$ cat src/rtl/clock_heartbeat_monitor_if.sv
// Control and status bundle between a heartbeat monitor and its user.
interface clock_heartbeat_monitor_if #(
  parameter int unsigned COUNTER_WIDTH = 16
);
  logic                     enable;
  logic                     heartbeat;
  logic                     fail_clear;
  logic                     clock_good;
  logic                     clock_failed;
  logic                     fail_event;
  logic [COUNTER_WIDTH-1:0] period_value;
  logic                     period_valid;

  // User side: drives controls and the synchronised heartbeat, observes status
  modport master (
    output enable, heartbeat, fail_clear,
    input  clock_good, clock_failed, fail_event, period_value, period_valid
  );

  // Monitor side
  modport slave (
    input  enable, heartbeat, fail_clear,
    output clock_good, clock_failed, fail_event, period_value, period_valid
  );
endinterface

$ cat src/rtl/clock_heartbeat_monitor.sv
// Liveness and rate checker: counts reference cycles between heartbeat edges,
// flags loss (timeout) or overspeed, and reports clock health for a clock mux.
module clock_heartbeat_monitor #(
  parameter int unsigned COUNTER_WIDTH    = 16,
  parameter int unsigned TIMEOUT_CYCLES   = 64,
  parameter int unsigned MIN_PERIOD       = 4,
  parameter int unsigned RECOVERY_PERIODS = 4,
  parameter bit          AUTO_RECOVER     = 1'b1
) (
  input  logic                      clock,
  input  logic                      resetn,
  clock_heartbeat_monitor_if.slave  mon
);

  localparam int unsigned CW     = COUNTER_WIDTH;
  localparam int unsigned GOOD_W = $clog2(RECOVERY_PERIODS + 1);

  localparam logic [CW-1:0]     CNT_MAX      = '1;
  localparam logic [CW-1:0]     TIMEOUT_LAST = CW'(TIMEOUT_CYCLES - 1);
  localparam logic [CW-1:0]     TIMEOUT_P    = CW'(TIMEOUT_CYCLES);
  localparam logic [CW-1:0]     MIN_P        = CW'(MIN_PERIOD);
  localparam logic [GOOD_W-1:0] GOOD_TARGET  = GOOD_W'(RECOVERY_PERIODS);
  localparam logic [GOOD_W-1:0] GOOD_MAX     = GOOD_TARGET;

  typedef enum logic [1:0] {
    ST_IDLE    = 2'd0,
    ST_STARTUP = 2'd1,
    ST_GOOD    = 2'd2,
    ST_FAILED  = 2'd3
  } state_t;

  state_t              state, state_next;
  logic [CW-1:0]       counter, counter_next;
  logic [GOOD_W-1:0]   good_count, good_count_next;
  logic                sync_pending, sync_pending_next;
  logic                heartbeat_q;

  logic [CW-1:0]       period_value_next;
  logic                period_valid_next;
  logic                fail_event_next;
  logic                clock_good_next;
  logic                clock_failed_next;

  logic                hb_edge_c;
  logic                timeout_c;
  logic [CW-1:0]       measured_c;
  logic                good_period_c;
  logic [GOOD_W-1:0]   good_inc_c;

  // Edge detect, saturating measurement and period classification
  always_comb begin
    hb_edge_c     = mon.heartbeat ^ heartbeat_q;
    measured_c    = (counter == CNT_MAX) ? counter : counter + 1'b1;
    good_period_c = (measured_c >= MIN_P) && (measured_c <= TIMEOUT_P);
    timeout_c     = !hb_edge_c && (counter == TIMEOUT_LAST);
    good_inc_c    = (good_count == GOOD_MAX) ? good_count : good_count + 1'b1;
  end

  // Next-state, counters and registered-output values
  always_comb begin
    state_next        = state;
    counter_next      = hb_edge_c ? '0 : measured_c;
    good_count_next   = good_count;
    sync_pending_next = sync_pending;
    period_value_next = mon.period_value;
    period_valid_next = 1'b0;

    if (state == ST_IDLE) begin
      counter_next    = '0;
      good_count_next = '0;
      if (mon.enable) begin
        state_next        = ST_STARTUP;
        sync_pending_next = 1'b1;
      end
    end else if (!mon.enable) begin
      state_next        = ST_IDLE;
      counter_next      = '0;
      good_count_next   = '0;
      sync_pending_next = 1'b0;
    end else begin
      unique case (state)
        ST_STARTUP: begin
          if (sync_pending) begin
            // First edge only aligns the counter to the heartbeat phase
            if (hb_edge_c) begin
              sync_pending_next = 1'b0;
            end else if (timeout_c) begin
              state_next      = ST_FAILED;
              good_count_next = '0;
            end
          end else if (hb_edge_c) begin
            period_valid_next = 1'b1;
            period_value_next = measured_c;
            if (good_period_c) begin
              good_count_next = good_inc_c;
              if (good_inc_c == GOOD_TARGET) begin
                state_next = ST_GOOD;
              end
            end else begin
              state_next      = ST_FAILED;
              good_count_next = '0;
            end
          end else if (timeout_c) begin
            state_next      = ST_FAILED;
            good_count_next = '0;
          end
        end

        ST_GOOD: begin
          if (hb_edge_c) begin
            period_valid_next = 1'b1;
            period_value_next = measured_c;
            if (!good_period_c) begin
              state_next      = ST_FAILED;
              good_count_next = '0;
            end
          end else if (timeout_c) begin
            state_next      = ST_FAILED;
            good_count_next = '0;
          end
        end

        ST_FAILED: begin
          if (mon.fail_clear) begin
            // Restart from scratch; the saturated counter must not mask a timeout
            state_next        = ST_STARTUP;
            sync_pending_next = 1'b1;
            counter_next      = '0;
            good_count_next   = '0;
          end else if (hb_edge_c) begin
            period_valid_next = 1'b1;
            period_value_next = measured_c;
            if (good_period_c) begin
              good_count_next = good_inc_c;
              if (AUTO_RECOVER && (good_inc_c == GOOD_TARGET)) begin
                state_next = ST_GOOD;
              end
            end else begin
              good_count_next = '0;
            end
          end else if (timeout_c) begin
            good_count_next = '0;
          end
        end

        default: begin
        end
      endcase
    end

    clock_good_next   = (state_next == ST_GOOD);
    clock_failed_next = (state_next == ST_FAILED);
    fail_event_next   = (state_next == ST_FAILED) && (state != ST_FAILED);
  end

  // State, counters and registered outputs
  always_ff @(posedge clock or negedge resetn) begin
    if (!resetn) begin
      state            <= ST_IDLE;
      counter          <= '0;
      good_count       <= '0;
      sync_pending     <= 1'b0;
      heartbeat_q      <= 1'b0;
      mon.clock_good   <= 1'b0;
      mon.clock_failed <= 1'b0;
      mon.fail_event   <= 1'b0;
      mon.period_value <= '0;
      mon.period_valid <= 1'b0;
    end else begin
      state            <= state_next;
      counter          <= counter_next;
      good_count       <= good_count_next;
      sync_pending     <= sync_pending_next;
      heartbeat_q      <= mon.heartbeat;
      mon.clock_good   <= clock_good_next;
      mon.clock_failed <= clock_failed_next;
      mon.fail_event   <= fail_event_next;
      mon.period_value <= period_value_next;
      mon.period_valid <= period_valid_next;
    end
  end

endmodule

$ cat src/flat_wrapper.sv
// flat-port wrapper written by rule: the top's interface ports become plain ports
module clock_heartbeat_monitor_flat 
#(
  parameter int unsigned COUNTER_WIDTH    = 16,
  parameter int unsigned TIMEOUT_CYCLES   = 64,
  parameter int unsigned MIN_PERIOD       = 4,
  parameter int unsigned RECOVERY_PERIODS = 4,
  parameter bit          AUTO_RECOVER     = 1'b1
)
  (clock, resetn, mon_enable, mon_heartbeat, mon_fail_clear, mon_clock_good, mon_clock_failed, mon_fail_event, mon_period_value, mon_period_valid);
  clock_heartbeat_monitor_if #(.COUNTER_WIDTH(COUNTER_WIDTH)) mon_i ();
  input  logic clock;
  input  logic resetn;
  input wire logic [$bits(mon_i.enable)-1:0] mon_enable;
  input wire logic [$bits(mon_i.heartbeat)-1:0] mon_heartbeat;
  input wire logic [$bits(mon_i.fail_clear)-1:0] mon_fail_clear;
  output wire logic [$bits(mon_i.clock_good)-1:0] mon_clock_good;
  output wire logic [$bits(mon_i.clock_failed)-1:0] mon_clock_failed;
  output wire logic [$bits(mon_i.fail_event)-1:0] mon_fail_event;
  output wire logic [$bits(mon_i.period_value)-1:0] mon_period_value;
  output wire logic [$bits(mon_i.period_valid)-1:0] mon_period_valid;
  assign mon_i.enable = mon_enable;
  assign mon_i.heartbeat = mon_heartbeat;
  assign mon_i.fail_clear = mon_fail_clear;
  assign mon_clock_good = mon_i.clock_good;
  assign mon_clock_failed = mon_i.clock_failed;
  assign mon_fail_event = mon_i.fail_event;
  assign mon_period_value = mon_i.period_value;
  assign mon_period_valid = mon_i.period_valid;
  clock_heartbeat_monitor #(.COUNTER_WIDTH(COUNTER_WIDTH), .TIMEOUT_CYCLES(TIMEOUT_CYCLES), .MIN_PERIOD(MIN_PERIOD), .RECOVERY_PERIODS(RECOVERY_PERIODS), .AUTO_RECOVER(AUTO_RECOVER)) u_core (.clock(clock), .resetn(resetn), .mon(mon_i));
endmodule
$ cat config.mk
export PLATFORM = sky130hd
export DESIGN_NAME = clock_heartbeat_monitor_flat
export DESIGN_NICKNAME = d
export VERILOG_FILES = /design/src/rtl/clock_heartbeat_monitor_if.sv /design/src/rtl/clock_heartbeat_monitor.sv /design/src/flat_wrapper.sv
export SDC_FILE = /design/constraint.sdc
export NUM_CORES = 1
export LEC_CHECK = 0
export CORE_AREA = 2 2 69 71
export CTS_BUF_LIST = sky130_fd_sc_hd__clkbuf_4 sky130_fd_sc_hd__clkbuf_8
export CTS_CLUSTER_SIZE = 25
export DETAILED_ROUTE_END_ITERATION = 7
export DIE_AREA = 0 0 71 73
export HOLD_SLACK_MARGIN = 0.06
export PLACE_DENSITY = 0.83
export SETUP_SLACK_MARGIN = 0.3
export SLEW_MARGIN = 0
export SYNTH_ARGS = -nofsm -noshare
export SYNTH_HDL_FRONTEND = slang
export SYNTH_SLANG_ARGS = --single-unit
$ cat constraint.sdc
create_clock -name clock -period 7.33 [get_ports clock]
set_input_delay 1.466 -clock clock [delete_from_list [all_inputs] [get_ports clock]]
set_output_delay 1.466 -clock clock [all_outputs]
set_load 0.05 [all_outputs]
==> flow_metrics.py <==
metrics = {
    "logic_synthesis": {
        "synthCells": 301,
        "syn-num-nets": 314,
        "synthTopCellsByCount": "dfrtp_1, nor2_1, nand2_1",
        "synthTopCellsByArea": "dfrtp_1, o21ai_0, nor2_1",
        "synthArstFlopShare": 1.000,
        "ys_seq_elements": 43,
        "netlist.area_leader.share": 0.4167,
        "yosys_most_used_dff": "dfrtp_1",
        "synth_most_common_cell": "dfrtp_1",
        "synth_edf_count": 0,
        "ys_types": 49,
        "yosysWarningCount": 0,
        "ys_seq_area_frac": 0.4167,
        "synth.cell_area_um2": 2582,
        "synth_area_per_cell_um2": 8.580,
        "yosysTopAreaCell": "dfrtp_1",
    },
    "worst_setup_path": {
        "path_buf_inv": 1,
        "worstPathMaxFanout": 12,
        "critical_path.startpoint": "mon_heartbeat",
        "end_kind": "register",
        "arrival_ns": 4.12,
        "rr_endpoint": "u_core.mon.fail_event",
        "slowest_stage": "xnor2_1",
        "crit_type": "input pin to register",
        "reg2reg_from": "u_core.counter[0]",
        "path_delay_family": "simple AND/OR/NAND/NOR gates",
        "critPathRequiredTime_ns": 7.54,
        "crit_path_start_kind": "input pin",
        "reg2reg_depth": 9,
        "cp_cell_sequence": "clkdlybuf4s50_1, xnor2_1, a21oi_1, a2bb2oi_1, nor3_1, nand2b_1, nand3_1, or4_1, o211ai_1",
        "max_stage_delay_ns": 0.68,
        "r2r_slack_ns": 4.02,
    },
    "final_layout": {
        "final_util": 0.6367,
        "n_antenna_cell": 0,
        "fin_nets": 325,
        "drive_gt1_frac": 0.06390,
        "design_area_um2": 2888,
        "area_growth_pct": 11.82,
    },
    "hold_path": {
        "holdPathEnd": "u_core.mon.period_value[5]",
        "hold-path-cell-count": 2,
        "hold_class": "register to register",
        "min_from": "u_core.mon.period_value[5]",
    },
    "drt": {
        "ant_nets": 0,
        "wire_per_inst_um": 14.67,
        "vias": 2264,
        "dr.pass1.iters": 5,
        "dr.first_iter.drc_count": 213,
        "drc_errors": 0,
        "routed_wl_um": 5384,
        "routed_via_density": 6.169,
    },
    "global_route": {
        "gr-usage-met2": 0.3676,
        "grt_max_degree": 44,
        "grt-busiest-layer": "met2",
        "antenna_found_initial": 0,
        "grt_util_met3": 0.04006,
        "grt_pass1_wl_um": 9266,
        "grtUsageMet1": 0.2928,
        "overflow": 0,
        "grtUsageTotal": 0.2240,
        "grt_pass1_vias": 2057,
    },
    "floorplan": {
        "die_h_um": 73,
        "initial_utilization": 0.5694,
        "coreArea_um2": 4536,
        "die_x_um": 71,
        "dieArea_um2": 5183,
        "row_count": 25,
        "ios": 25,
    },
    "run_status": {
        "status": "finished, final reports clean",
    },
    "clock_network": {
        "numCtsBuffers": 5,
        "clockBufferDepth": 2,
        "htreeDepth": 2,
        "postCtsHoldBufs": 0,
        "cts.sinks": 43,
        "root_buffer": "clkbuf_8",
        "cts_tree": "yes",
        "clk_latency_ns": 0.29,
        "post_cts_buffers": 0,
        "clkTransAtPathRegs_ns": 0.08,
        "cts_resized": 0,
    },
    "timing": {
        "max_freq_ghz": 0.2556,
        "clock-skew-final_ns": 0.007940,
        "final-setup-viol-count": 0,
        "hold_violations": 0,
        "finalSetupTns_ns": 0,
        "tightestPinTransition_ns": 1.047,
        "whs_ns": 0.4787,
        "rsz0062_at_grt": "no",
        "fin_crit_sh": 0.5337,
        "slew_headroom": 0.3020,
        "period_needed_ns": 3.912,
        "slew_violations": 0,
    },
    "placed_design": {
        "dpl.hpwl_um": 3718,
        "dpl_cell_area_um2": 2784,
        "io_buffer_count": 24,
        "globalplace.congestion": 0.9404,
    },
    "pwr": {
        "powerDensity_nw_per_um2": 220.8,
        "p_leak_nw": 1.201,
        "irDropWorstVdd_mv": 0.1023,
    },
    "job": {
        "maxCapViolCount": 0,
    },
}
## placed cells by master (no fill, tap or decap), types with 9 or more instances in the layout
cell	Yosys	final
a21oi_1	15	15
clkdlybuf4s50_1	0	23
dfrtp_1	43	43
inv_1	12	12
nand2_1	30	30
nand3_1	11	11
nor2_1	32	32
nor3_1	12	12
o21ai_0	27	26
xnor2_1	9	9
## per-layer routing
metal	vias up	wire length [um]
li1	1100	-
met1	1057	2355
met2	96	2598
met3	11	344
met4	0	87
met5	-	0
## how the worst max path moves through the flow
stage                      endpoint  slack [ns]  cells past startpoint
2_1_floorplan  u_core.good_count[0]        4.05                      9
3_3_place_gp   u_core.good_count[0]        3.30                      9
3_5_place_dp   u_core.good_count[0]        3.09                      9
4_1_cts        u_core.good_count[0]        3.44                      9
5_1_grt        u_core.good_count[0]        3.18                      9
6_report       u_core.good_count[0]        3.42                      9
## power by group
group / switching [mW] / internal, mW / total [mW]
combinational: 0.130 / 0.0673 / 0.197
clock: 0.0781 / 0.0897 / 0.168
sequential: 0.0197 / 0.253 / 0.273
## state kept, by name (all words and copies together), names as in the netlist
name	flops
u_core.counter	16
u_core.mon.period_value	16
u_core.good_count	3
u_core.state	2
u_core.heartbeat_q	1
u_core.mon.clock_failed	1
u_core.mon.clock_good	1
u_core.mon.fail_event	1
u_core.mon.period_valid	1
u_core.sync_pending	1
## per-stage QoR
step	power (mW)	std cells	setup WS, ns
floorplan	0.4177	301	4.051
global placement	0.4653	359	3.298
detailed placement	0.4712	359	3.094
CTS	0.6395	367	3.440
global route	0.6745	367	3.183
finish	0.6377	367	3.418
## layout make-up
cell class | count | area, um2
clock buffers | 8 | 103.9
fillers | 383 | 1648
inverters | 13 | 48.80
multi-input cells | 225 | 1356
flip-flops and latches | 43 | 1076
well taps | 54 | 67.56
repair buffers | 24 | 235.2
## cell families after synthesis
family | after synthesis | share of synthesized area
XOR/XNOR | 15 | 0.05087
buffers and inverters | 33 | 0.05959
AO/OA/AOI/OAI | 74 | 0.1768
adder cells (fa/ha/maj) | 8 | 0.03876
AND/OR/NAND/NOR | 125 | 0.2437
flip-flops | 43 | 0.4167
multiplexers | 3 | 0.01356
## worst register-to-register path: cells and delay by family, from the launching register on
family / cells / cell delay (ns)
adder cells (fa/ha/maj): 1 / 0.28
AO/OA/AOI/OAI: 3 / 0.67
flip-flops: 1 / 0.48
AND/OR/NAND/NOR: 5 / 1.82
Power figures use the tool's default switching activity.
